$ cat config.mk
export PLATFORM = sky130hd
export DESIGN_NAME = hvac_controller
export DESIGN_NICKNAME = d
export VERILOG_FILES = /design/src/rtl/hvac_pkg.sv /design/src/rtl/hvac_tick_gen.sv /design/src/rtl/hvac_controller.sv
export SDC_FILE = /design/constraint.sdc
export NUM_CORES = 1
export LEC_CHECK = 0
export BUFFER_PORTS_ARGS = -buffer_cell sky130_fd_sc_hd__buf_2
export CAP_MARGIN = 20
export CORE_AREA = 2 2 76 114
export DETAILED_ROUTE_END_ITERATION = 10
export DIE_AREA = 0 0 78 116
export PLACE_DENSITY_LB_ADDON = 0.15
export SKIP_CTS_REPAIR_TIMING = 1
export SYNTH_ARGS = -nofsm -noshare
export SYNTH_HDL_FRONTEND = slang
export SYNTH_HIERARCHICAL = 1
export SYNTH_SLANG_ARGS = --single-unit
export TNS_END_PERCENT = 5
$ cat constraint.sdc
create_clock -name clk -period 3.1 [get_ports clk]
set_clock_uncertainty 0.1 [all_clocks]
set_input_delay 0.31 -clock clk [delete_from_list [all_inputs] [get_ports clk]]
set_output_delay 0.31 -clock clk [all_outputs]
set_load 0.01 [all_outputs]
$ cat src/rtl/hvac_pkg.sv
// hvac_pkg: shared state encodings, temperature limit and actuator decode for the HVAC controller.
package hvac_pkg;
   typedef enum logic [2:0] {
      IDLE    = 3'd0,
      HEAT    = 3'd1,
      COOL    = 3'd2,
      OVERRUN = 3'd3,
      LOCKOUT = 3'd4,
      FAULT   = 3'd5
   } state_e;
   localparam logic [7:0] TEMP_MAX = 8'd99;
   typedef struct packed {
      logic heat;
      logic cool;
      logic fan;
      logic fault;
   } act_t;
   function automatic act_t decode(state_e s);
      return s == HEAT    ? 4'b1010 :
             s == COOL    ? 4'b0110 :
             s == OVERRUN ? 4'b0010 :
             s == FAULT   ? 4'b0001 : 4'b0000;
   endfunction
endpackage

$ cat src/rtl/hvac_tick_gen.sv
// tick_gen: free-running prescaler emitting a one-cycle tick every TICK_DIV clocks.
module tick_gen #(
   parameter int TICK_DIV = 10000000
) (
   input  logic clk,
   input  logic Reset_n,
   output logic tick
);
   localparam int W = TICK_DIV > 1 ? $clog2(TICK_DIV) : 1;
   logic [W-1:0] cnt_q, cnt_d;
   assign tick = cnt_q == W'(TICK_DIV - 1);
   always_comb cnt_d = tick ? '0 : cnt_q + W'(1);
   always_ff @(posedge clk or negedge Reset_n)
      if (!Reset_n) cnt_q <= '0;
      else cnt_q <= cnt_d;
endmodule

$ cat src/rtl/hvac_controller.sv
// hvac_controller: thermostat FSM with minimum run, fan overrun and compressor lockout dwell times.
module hvac_controller
   import hvac_pkg::*;
#(
   parameter int TICK_DIV      = 10000000,
   parameter int HYST          = 1,
   parameter int MIN_ON_TICKS  = 4,
   parameter int OVERRUN_TICKS = 2,
   parameter int MIN_OFF_TICKS = 6
) (
   input  logic       clk,
   input  logic       Reset_n,
   input  logic       Enable,
   input  logic [7:0] CurrentTemp,
   input  logic [7:0] DesiredTemp,
   output logic       Heat,
   output logic       Cool,
   output logic       Fan,
   output logic       Fault,
   output logic [2:0] State
);
   state_e     state_q, state_d;
   logic [7:0] dwell_q, dwell_d;
   logic       tick, cold, hot;
   logic [8:0] cur9, des9, hyst9;
   assign cur9  = {1'b0, CurrentTemp};
   assign des9  = {1'b0, DesiredTemp};
   assign hyst9 = 9'(HYST);
   assign cold  = cur9 + hyst9 < des9;
   assign hot   = cur9 > des9 + hyst9;
   tick_gen #(.TICK_DIV(TICK_DIV)) u_tick (.clk(clk), .Reset_n(Reset_n), .tick(tick));
   always_comb begin
      state_d = state_q;
      case (state_q)
         IDLE:    state_d = !Enable ? IDLE : cold ? HEAT : hot ? COOL : IDLE;
         HEAT:    state_d = (!Enable || (dwell_q >= 8'(MIN_ON_TICKS) && cur9 >= des9)) ? OVERRUN : HEAT;
         COOL:    state_d = (!Enable || (dwell_q >= 8'(MIN_ON_TICKS) && cur9 <= des9)) ? OVERRUN : COOL;
         OVERRUN: state_d = dwell_q == 8'(OVERRUN_TICKS) ? LOCKOUT : OVERRUN;
         LOCKOUT: state_d = dwell_q == 8'(MIN_OFF_TICKS) ? IDLE : LOCKOUT;
         default: state_d = LOCKOUT;
      endcase
      if (CurrentTemp > TEMP_MAX) state_d = FAULT;
      // dwell restarts on any state change, otherwise counts ticks and saturates
      dwell_d = state_d != state_q ? '0 : (tick && dwell_q != '1) ? dwell_q + 8'd1 : dwell_q;
   end
   always_ff @(posedge clk or negedge Reset_n)
      if (!Reset_n) begin
         state_q <= LOCKOUT;
         dwell_q <= '0;
      end else begin
         state_q <= state_d;
         dwell_q <= dwell_d;
      end
   assign {Heat, Cool, Fan, Fault} = decode(state_q);
   assign State = state_q;
endmodule

### Yosys cells after proc, flatten, opt, wreduce, memory -nomap -nowiden

Cells that the tools add are included.
Widths: inputs -> output; s select.

| word-level totals | value |
|---|---|
| register bits after elaboration | 35 |
| bits in latches | 0 |
| RAM bits | 0 |
| ROM bits | 0 |
| input bits | 19 |
| output and inout port bits | 7 |
| logic and storage cells | 47 |
| memories kept | 0 |

| operators by class | value |
|---|---|
| $add $sub $neg | 4 |
| $mul | 0 |
| div/mod/pow operators | 0 |
| $lt $le $gt $ge | 6 |
| equal/unequal tests | 10 |
| shifts and indexed selects | 0 |
| muxes and demuxes | 16 |
| bitwise gates (word level) | 0 |
| reduce and logical (&&, ||, !) cells | 8 |

Operators by type and width:

| cell | count |
|---|---|
| $add 24x1->24 const B | 1 |
| $eq 24x24->1 const B | 1 |
| $mux 24 | 1 |
| $add 8x1->9 const B | 2 |
| $mux 8 | 2 |
| $pmux 3 s5 | 1 |
| $mux 3 | 4 |
| $mux 2 | 5 |
| $gt 8x9->1 | 1 |
| $lt 9x8->1 | 1 |
| $add 8x1->8 const B | 1 |
| $eq 8x2->1 const B | 1 |
| $eq 8x3->1 const B | 1 |
| $ge 8x3->1 const B | 1 |
| $ge 8x8->1 | 1 |
| $gt 8x7->1 const B | 1 |
| $le 8x8->1 | 1 |
| $ne 8x8->1 const B | 1 |
| $eq 3x2->1 const B | 2 |
| $eq 3x3->1 const B | 2 |
| $mux 4 | 1 |
| $eq 3x1->1 const B | 1 |
| $logic_and 1x1->1 | 3 |
| $logic_not 3->1 | 1 |
| 5 further kinds | 7 |

### Longest topological paths before layout

Gate-level depths: netlist of run 1.

| logic depth | value |
|---|---|
| word-level depth | 9 |
| gate-level depth with buffers | 11 |
| gate-level depth less buffers | 11 |

### Hierarchy

The synthesis of run 1 kept the hierarchy.

By module, submodules not included:

| module | instances | cells an instance | area each (sq um) | sequential area each (sq um) |
|---|---|---|---|---|
| hvac_controller | 1 | 203 | 1,612.8 | 276.5 |
| tick_gen | 1 | 104 | 1,147.4 | 600.6 |

### Least setup slack after synthesis of run 1

Ideal clock, no wire load.

| timing | value |
|---|---|
| path kind | input port to flip-flop |
| start point | in CurrentTemp[2] |
| end point | reg dwell_q[0] |
| library setup time | 0.142 ns |
| arrival time | 2.181 ns |
| required time | 2.858 ns |
| path slack | 0.678 ns |
| stages on the path | 10 |
| path buffers | 0 |
| cell sequence | and2_1 > nand4_1 > xnor2_1 > ha_1 > o21a_1 > o21ai_0 > a31oi_1 > or3b_2 > o21ai_1 > nor3_1 |

| on the way | value |
|---|---|
| longest elaborated chain between the ends | 8 |
| elaborated cells between the ends (all ways) | 20 |
| those cells by class | add/sub (1); order compare (5); eq/ne (1); mux (8); reduce/logical (5) |

Ends and longest elaborated chain:

| element | RTL line | text |
|---|---|---|
| start: declaration | hvac_controller.sv:14 | `input logic [7:0] CurrentTemp,` |
| $add 8x1->9 (tied with other cells) | hvac_controller.sv:29 | `assign cold = cur9 + hyst9 < des9;` |
| $lt 9x8->1 (tied with other cells) | hvac_controller.sv:29 |  |
| $mux 2 (tied with other cells) (2 in series) | hvac_controller.sv:35 | `IDLE: state_d = !Enable ? IDLE : cold ? HEAT : hot ? COOL : IDLE;` |
| $pmux 3 s5 | hvac_controller.sv:34 | `case (state_q)` |
| $mux 3 (*) | hvac_controller.sv:42 | `if (CurrentTemp > TEMP_MAX) state_d = FAULT;` |
| $ne 3x3->1 (*) | hvac_controller.sv:44 | `dwell_d = state_d != state_q ? '0 : (tick && dwell_q != '1) ? dwell_q + 8'd1 : dwell_q;` |
| $mux 8 or $reduce_bool 2->1 (tied branches) | n/a |  |
| end signal: assignment | hvac_controller.sv:52 | `dwell_q <= dwell_d;` |
| end: declaration | hvac_controller.sv:23 | `logic [7:0] dwell_q, dwell_d;` |

Mark *: on every way between the ends. The rest lies on a longest branch, timed or not.
A chain may end at the register's enable or synchronous reset.

### Worst setup path in the final report of run 1

| timing | value |
|---|---|
| start point | in CurrentTemp[3] |
| end point | reg dwell_q[4] |

The elaborated chain is that of the path after synthesis.

==> flow_summary.yaml, run 1 <==
yosys:
  ys_seq_elements: 35
  synth_top_cell_by_area: "dfrtp_1"
  syn-num-nets: 356
  synth_cell_types: 54
  syn_area_per_cell_um2: 8.99
  synth_area_leaders: "dfrtp_1 31%, ha_1 14%, xnor2_1 9.2%"
  yosys_warnings: 6
  synth_ff_type: "dfrtp_1"
  synth_edf_count: 0
  yosysSeqAreaShare_pct: 31.8
  async_flop_share_pct: 100
  synthCells: 307
  synth.cell_area_mm2: 0.00276
  synth_top_area_share_pct: 30.8
floorplan:
  core_mm2: 0.00801
  die_height_um: 116
  die_area_mm2: 0.00905
  initial_core_util_pct: 34.5
  ioPinCount: 26
  die_x_um: 78
  rows: 40
final_layout:
  drive_gt1_share_pct: 14.9
  areaGrowthSynthToFinish_pct: 17.0
  design_area_mm2: 0.00323
  fin_cells: 447
  antenna_cells: 0
  fill_cells: 851
  layout.nets: 390
worst_setup_path:
  startpoint: "CurrentTemp[3]"
  rr_startpoint: "u_tick/cnt_q[7]$_DFF_PN0_"
  r2r_cells: 10
  crit_required_ps: 3130
  reg2reg_to: "dwell_q[7]$_DFFE_PN0P_"
  critPathCaptureType: "register"
  crit_path_start_kind: "input pin"
  r2r_slack_ps: 470
  crit_fanout: 8
  worstSetupPathType: "input pin to register"
  setup.worst_path.end: "dwell_q[4]$_DFFE_PN0P_"
  cp.arrival_ps: 2670
hold_path:
  worstHoldPathType: "input pin to asynchronous set/reset pin"
grt:
  antenna_found_initial: 0
  grt_pass1_vias: 2454
  grt_usage_pct: 16.5
  grt_util_met1_pct: 16.7
  top_usage_layer: "met2"
  grt_pass1_wl_mm: 11.7
  met2_usage_pct: 32.6
  use_met3_pct: 2.18
  grt_max_degree: 36
  gr-total-overflow: 0
drt:
  firstDrtPassIters: 4
  drc_errors: 0
  wire_per_inst_um: 15.2
  antenna_left: 0
  drt_iter0_markers: 121
  drt_wl_total_mm: 6.79
  vias_per_cell: 5.27
  vias: 2354
cts:
  insertion_delay_ps: 270
  cts_htree_levels: 2
  cts_buffer_depth: 2
  cts_tree: "done"
  clkSinkCount: 35
  cts_inserted_buffers: 5
  root_buffer: "clkbuf_16"
  clk_pin_slew_ps: 50
pwr:
  p_switching_mw: 0.272
  power_frac_clock_pct: 51.0
  seqPwrFrac_pct: 36.6
  p_total_mw: 1.25
  peakVddDrop_mv: 0.213
  p_leak_nw: 1.46
  combPwrFrac_pct: 12.3
  power_density_mw_per_mm2: 388
  p_sw_share_pct: 21.7
  internal_power_mw: 0.981
placement:
  routabilityCongestion: 0.840
  port_buffers: 25
  placed_area_mm2: 0.00304
  dp.cells: 439
  dp_hpwl_mm: 5.50
sta:
  fin_crit_ps: 2640
  final_max_slew_viol_count: 0
  maxSlewHeadroom_pct: 48.8
  fin_setup_tns_ps: 0
  rsz0062_at_grt: "false"
  setup_viol: 0
  post-route-period-util_pct: 85.1
  max_freq_mhz: 379
  worstMarginPinSlew_ps: 768
  timing_hold_violations_final: 0
run_status:
  status: "complete, no violations"
run:
  max_cap_violations: 0
[worst min-delay path by stage]
stage	startpoint	to	cells past startpoint
3_5_place_dp	Reset_n	u_tick/cnt_q[23]$_DFF_PN0_	1
5_1_grt	Reset_n	u_tick/cnt_q[6]$_DFF_PN0_	1
6_report	Reset_n	u_tick/cnt_q[7]$_DFF_PN0_	1
4_1_cts	Reset_n	u_tick/cnt_q[6]$_DFF_PN0_	1
2_1_floorplan	Reset_n	State[0]$_DFF_PN0_	0
3_3_place_gp	Reset_n	u_tick/cnt_q[23]$_DFF_PN0_	1
[metrics by stage]
stage / setup slack [ps] / hold slack [ps] / util (%)
CTS: 399 / 44.7 / 40.3
floorplan: 678 / -85.6 / -
detailed placement: 174 / 345 / 38.0
global route: 186 / 80.1 / 40.3
global placement: 202 / 332 / 38.0
finish: 462 / 8.41 / 40.3
[cells in the mapped netlist, types with 6 or more instances]
cell type / count
a21oi_1: 6
ha_1: 30
xor2_1: 11
nand3_1: 22
inv_1: 19
o21ai_0: 9
nand2_1: 24
dfrtp_1: 34
xnor2_1: 29
nor2_1: 28
and3_1: 6
nor2b_1: 6
nand4_1: 12
nor3_1: 13
[worst max-delay path, stage by stage]
cell	delay, ps
buf_2	160
and2_1	210
nand4_1	160
xnor2_1	160
ha_1	270
o21a_1	180
o21ai_0	140
a31oi_1	100
or3b_2	510
o21ai_1	320
nor3_1	140
[layer usage]
metal  up-vias  share of wire [%]
met2        50                 56
li1       1164                  -
met4         0                4.1
met3        20                2.6
met1      1120                 37
met5         -                  0
[cell usage in the layout (no fill, tap or decap), types with 3 or more instances in the layout]
cell type / n
a21oi_1: 6
and3_1: 6
and4_1: 3
buf_2: 25
buf_4: 6
clkbuf_16: 5
dfrtp_1: 34
ha_1: 30
inv_1: 19
nand2_1: 24
nand3_1: 22
nand4_1: 12
nor2_1: 28
nor2b_1: 6
nor3_1: 13
nor4_1: 4
nor4b_1: 4
o211ai_1: 3
o21ai_0: 9
xnor2_1: 29
xor2_1: 11
[power groups by stage]
stage	clock network (mW)	registers, mW	logic [mW]
floorplan	0	0.468	0.0882
global placement	0	0.467	0.155
detailed placement	0	0.467	0.157
CTS	0.659	0.459	0.158
global route	0.673	0.459	0.178
finish	0.640	0.459	0.155
[cells by family (layout without fill, tap and decap cells)]
kind of cell             count (synthesis)  in the layout  share of synthesized area [%]
buffers and inverters                   23             58                           3.31
AND/OR/NAND/NOR                        140            140                           27.9
AO/OA/AOI/OAI                           38             38                           10.3
flip-flops                              35             35                           31.8
adder cells (fa/ha/maj)                 30             30                           13.6
XOR/XNOR                                40             40                           12.7
multiplexers                             1              1                          0.363
[area by class of cell]
cell class | count | area, um^2 | share of cell area (%)
Multi-Input combinational cell | 249 | 1790 | 55.5
Timing Repair Buffer | 31 | 170 | 5.27
Clock buffer | 6 | 129 | 3.99
Inverter | 19 | 71.3 | 2.21
Clock inverter | 2 | 60.1 | 1.86
Sequential cell | 35 | 877 | 27.1
Tap cell | 105 | 131 | 4.07
[registers in the layout, summed over array words and instances, names as in the netlist]
signal	count
u_tick/cnt_q	24
State	3
dwell_q	8
Power figures use the tool's default switching activity.
==> inputs of run 2 (changes only) <==
--- a/config.mk
+++ b/config.mk
@@ -8,6 +8,7 @@
 export BUFFER_PORTS_ARGS = -buffer_cell sky130_fd_sc_hd__buf_2
 export CAP_MARGIN = 20
 export CORE_AREA = 2 2 76 114
+export CTS_BUF_LIST = sky130_fd_sc_hd__clkbuf_4
 export DETAILED_ROUTE_END_ITERATION = 10
 export DIE_AREA = 0 0 78 116
 export PLACE_DENSITY_LB_ADDON = 0.15
==> run 2 against run 1 <==
Against the previous run: first-iteration DRC count decreased by 3.3%; sequential share of layout area increased by 0.63 points; largest cell class unchanged; worst hold slack better by 280 ps; non-clock buffer count grew 1.
==> flow_summary.yaml, run 2 (synthesis gave the netlist of run 1 again) <==
worst_setup_path:
  crit_fanout: 4
  startpoint: "u_tick/cnt_q[7]$_DFF_PN0_"
  cp_top_family: "simple AND/OR/NAND/NOR gates"
  critPathCaptureType: "register"
  crit_required_ps: 3260
  slowest_delay_ps: 470
  cp.arrival_ps: 2790
  worst-path-stages: 10
  critPathSlowestCell: "dfrtp_1"
  path_buf_inv: 1
  rr_startpoint: "u_tick/cnt_q[7]$_DFF_PN0_"
  crit_path_start_kind: "register"
  r2r_cells: 10
  crit_path_frequent_cell: "nor3_1"
  path_cells: "nor4b_1 -> nand3_1 -> nor3_1 -> buf_4 -> and4_1 -> o21ai_0 -> nor3_1 -> xor2_1 -> nand2_1 -> nor3_1"
  worstSetupPathType: "register to register"
placement:
  routabilityCongestion: 0.840
  port_buffers: 25
  placed_area_mm2: 0.00304
  dp.cells: 439
  dp_slack_ps: 174
  dp_hpwl_mm: 5.50
floorplan:
  ioPinCount: 26
  core_mm2: 0.00801
  die_height_um: 116
  die_area_mm2: 0.00905
  die_x_um: 78
  rows: 40
  initial_core_util_pct: 34.5
final_layout:
  fill_cells: 862
  fin_cells: 448
  layout.nets: 391
  top_register: "u_tick/cnt_q"
  drive_gt1_share_pct: 15.2
  design_area_mm2: 0.00316
  layout_common_cells: "34 x dfrtp_1, 30 x ha_1, 29 x xnor2_1, 28 x nor2_1, 25 x buf_2"
  areaGrowthSynthToFinish_pct: 14.4
  antenna_cells: 0
  final_common_cell: "dfrtp_1"
  largest_register_ffs: 24
drt:
  vias: 2345
  drt_iter0_markers: 117
  drt_wl_total_mm: 6.76
  firstDrtPassIters: 4
  wire_per_inst_um: 15.1
  vias_per_cell: 5.23
  drc_errors: 0
  antenna_left: 0
hold_path:
  hold_depth: 3
  worstHoldPathType: "input pin to register"
  min_from: "CurrentTemp[7]"
sta:
  maxSlewHeadroom_pct: 47.9
  rsz0062_at_grt: "false"
  setup_viol: 0
  fin_setup_tns_ps: 0
  timing_hold_violations_final: 0
  post-route-period-util_pct: 85.0
  fin_crit_ps: 2630
  worstMarginPinSlew_ps: 782
  final_max_slew_viol_count: 0
  max_freq_mhz: 380
  fin_ws_ps: 466
cts:
  clkSinkCount: 35
  clk_pin_slew_ps: 110
  root_buffer: "clkbuf_4"
  cts_inserted_buffers: 5
  cts_htree_levels: 2
  insertion_delay_ps: 330
  cts_buffer_depth: 2
  cts_tree: "done"
grt:
  grt_pass1_vias: 2443
  grt_usage_pct: 16.3
  antenna_found_initial: 0
  grt_max_degree: 36
  gr-total-overflow: 0
  grt_pass1_wl_mm: 11.6
run_status:
  status: "complete, no violations"
pwr:
  peakVddDrop_mv: 0.196
  power_density_mw_per_mm2: 326
  p_leak_nw: 1.43
run:
  max_cap_violations: 0
==> run 2: changes by cell type in the layout (fill, tap and decap cells not counted) <==
cell	change
clkbuf_4	+6
dlygate4sd3_1	+1
clkbuf_16	-5
clkbuf_1	-1
==> run 2: routing by layer <==
layer	track usage, %	wire length [um]
met2	32.1	3750
met4	7.49	261
met3	2.18	164
met5	0	0
met1	16.8	2580
==> run 2: layout make-up <==
cell class                 instances  area, um^2  share of cell area, %
multi-input combinational        249        1790                   56.8
sequential                        35         877                   27.8
timing repair buffer              32         180                   5.71
tap                              105         131                   4.16
inverter                          19        71.3                   2.26
clock inverter                     2        60.1                   1.90
clock buffer                       6        45.0                   1.43
==> run 2: worst paths after layout <==
kind,slack [ps],to
worst max-delay path,470,dwell_q[7]$_DFFE_PN0P_
worst min-delay path,290,State[0]$_DFF_PN0_
worst max register to register,470,dwell_q[7]$_DFFE_PN0P_
worst min register to register,400,u_tick/cnt_q[0]$_DFF_PN0_
max in group asynchronous,1920,dwell_q[3]$_DFFE_PN0P_
min in group asynchronous,480,u_tick/cnt_q[5]$_DFF_PN0_
==> run 2: where the power goes <==
group          internal (mW)  switching (mW)
clock                  0.260           0.154
combinational         0.0629          0.0925
sequential             0.457        0.000663
total                  0.781           0.247
==> run 2: worst register-to-register path, stage by stage (launching register included) <==
cell     delay (ps)
dfrtp_1         470
nor4b_1         460
nand3_1         120
nor3_1          290
buf_4           180
and4_1          180
o21ai_0         160
nor3_1          210
xor2_1          160
nand2_1          80
nor3_1          130
==> run 2: stage by stage <==
| stage | total power, mW | utilization (%) | hold slack, ps |
|---|---|---|---|
| after floorplan | 0.556 | - | -85.6 |
| after global placement | 0.621 | 38.0 | 332 |
| after detailed placement | 0.624 | 38.0 | 345 |
| after CTS | 1.04 | 39.3 | -30.8 |
| after global routing | 1.08 | 39.4 | 287 |
| final | 1.03 | 39.4 | 286 |
==> inputs of run 3 (changes only) <==
==> constraint.sdc (replaced) <==
create_clock -name clk -period 2.3 [get_ports clk]
set_clock_uncertainty 0.1 [all_clocks]
set_input_delay 0.23 -clock clk [delete_from_list [all_inputs] [get_ports clk]]
set_output_delay 0.23 -clock clk [all_outputs]
set_load 0.01 [all_outputs]
==> run 3 against run 2 <==
Against the previous run: the run now ends with negative setup slack left; setup slack lost 470 ps; power increased by 17%; sequential power up 35%; cell count up 14%; combinational power rose by 57%; maximum frequency increased by 14%; flip-flop and latch count stayed put; core utilization is 6.0 points higher; via count increased by 8.4%.
==> flow_summary.yaml, run 3 (synthesis gave the netlist of run 1 again) <==
worst_setup_path:
  cp.arrival_ps: 2470
  worstSetupPathType: "register to register"
  critPathCaptureType: "register"
  path_buf_inv: 2
  r2r_cells: 11
  startpoint: "u_tick/cnt_q[22]$_DFF_PN0_"
  crit_path_start_kind: "register"
  crit_required_ps: 2470
  rr_startpoint: "u_tick/cnt_q[22]$_DFF_PN0_"
  cp_top_family: "simple AND/OR/NAND/NOR gates"
  path_cells: "nor4b_2 -> buf_4 -> nand3_2 -> nor3_2 -> buf_4 -> and4_4 -> o21ai_2 -> nor3_2 -> xor2_1 -> nand2_1 -> nor3_2"
  slowest_delay_ps: 420
  r2r_slack_ps: -7
  crit_fanout: 3
  critPathSlowestCell: "dfrtp_1"
  worst-path-stages: 11
  crit_path_frequent_cell: "nor3_2"
placement:
  placed_area_mm2: 0.00347
  routabilityCongestion: 0.797
  dp_hpwl_mm: 5.85
  dp.cells: 496
  port_buffers: 25
cts:
  root_buffer: "clkbuf_4"
  clkSinkCount: 35
  cts_htree_levels: 2
  clk_pin_slew_ps: 120
  cts_inserted_buffers: 5
  insertion_delay_ps: 340
  cts_tree: "done"
  cts_buffer_depth: 2
grt:
  grt_usage_pct: 16.6
  gr-total-overflow: 0
  grt_pass1_vias: 2521
  antenna_found_initial: 1
  grt_pass1_wl_mm: 11.6
  grt_max_degree: 36
floorplan:
  die_height_um: 116
  initial_core_util_pct: 34.5
  rows: 40
  core_mm2: 0.00801
  die_x_um: 78
  die_area_mm2: 0.00905
  ioPinCount: 26
sta:
  maxSlewHeadroom_pct: 48.1
  worstMarginPinSlew_ps: 778
  rsz0062_at_grt: "true"
  setup_viol: 1
  max_freq_mhz: 434
  timing_hold_violations_final: 0
  fin_crit_ps: 2310
  final_max_slew_viol_count: 0
  fin_ws_ps: -6.64
  post-route-period-util_pct: 100
final_layout:
  utilization_pct: 45.5
  areaGrowthSynthToFinish_pct: 31.9
  layout.nets: 452
  design_area_mm2: 0.00364
  layout_common_cells: "67 x buf_4, 34 x dfrtp_1, 29 x xnor2_1, 29 x ha_1, 28 x nor2_1"
  final_common_cell: "buf_4"
  fin_cells: 510
  top_register: "u_tick/cnt_q"
  drive_gt1_share_pct: 31.4
  largest_register_ffs: 24
hold_path:
  hold_depth: 3
  worstHoldPathType: "input pin to register"
  min_from: "CurrentTemp[7]"
drt:
  antenna_left: 0
  wire_per_inst_um: 13.9
  vias_per_cell: 4.98
  drc_errors: 0
  vias: 2542
  drt_wl_total_mm: 7.11
  drt_iter0_markers: 91
  firstDrtPassIters: 4
pwr:
  power_density_mw_per_mm2: 329
  peakVddDrop_mv: 0.204
  p_leak_nw: 1.73
run_status:
  status: "finished with violations"
  violations: "negative setup slack"
run:
  max_cap_violations: 0
run 3: path summary, 6_finish.rpt:
check                                              to
max in group asynchronous      dwell_q[0]$_DFFE_PN0P_
setup / recovery               dwell_q[7]$_DFFE_PN0P_
hold / removal                     State[0]$_DFF_PN0_
min in group asynchronous   u_tick/cnt_q[7]$_DFF_PN0_
setup reg to reg               dwell_q[7]$_DFFE_PN0P_
hold reg to reg            u_tick/cnt_q[20]$_DFF_PN0_
run 3: cell type report:
type | count | area [um^2]
inverters | 19 | 71.3
multi-input cells | 249 | 1860
clock inverters | 2 | 12.5
diodes | 1 | 2.50
clock buffers | 6 | 45.0
repair buffers | 93 | 638
fillers | 816 | 4370
flip-flops and latches | 35 | 877
well taps | 105 | 131
run 3: per-stage QoR:
step / TNS (ps) / worst slack (ps) / power [mW] / hold WS (ps)
global route: -702 / -200 / 1.28 / 181
global placement: -2570 / -294 / 0.869 / 257
finish: -6.64 / -6.64 / 1.20 / 176
CTS: -457 / -181 / 1.22 / -131
detailed placement: -3200 / -367 / 0.872 / 258
floorplan: 0 / 11.0 / 0.751 / -166
run 3: tightest hold or removal path: stages:
cell       delay [ps]
buf_2             150
nor2b_1           100
o2111ai_1          90
run 3: layer usage:
metal	vias to the layer above	share of wire, %	track usage [%]
li1	1291	-	-
met1	1191	38	16.5
met2	50	58	34.0
met3	10	2.3	2.41
met4	0	2.5	6.32
met5	-	0	0
run 3: report_power, final:
part	internal, mW	switching, mW
sequential	0.616	0.000828
clock	0.130	0.207
combinational	0.112	0.133
total	0.858	0.341
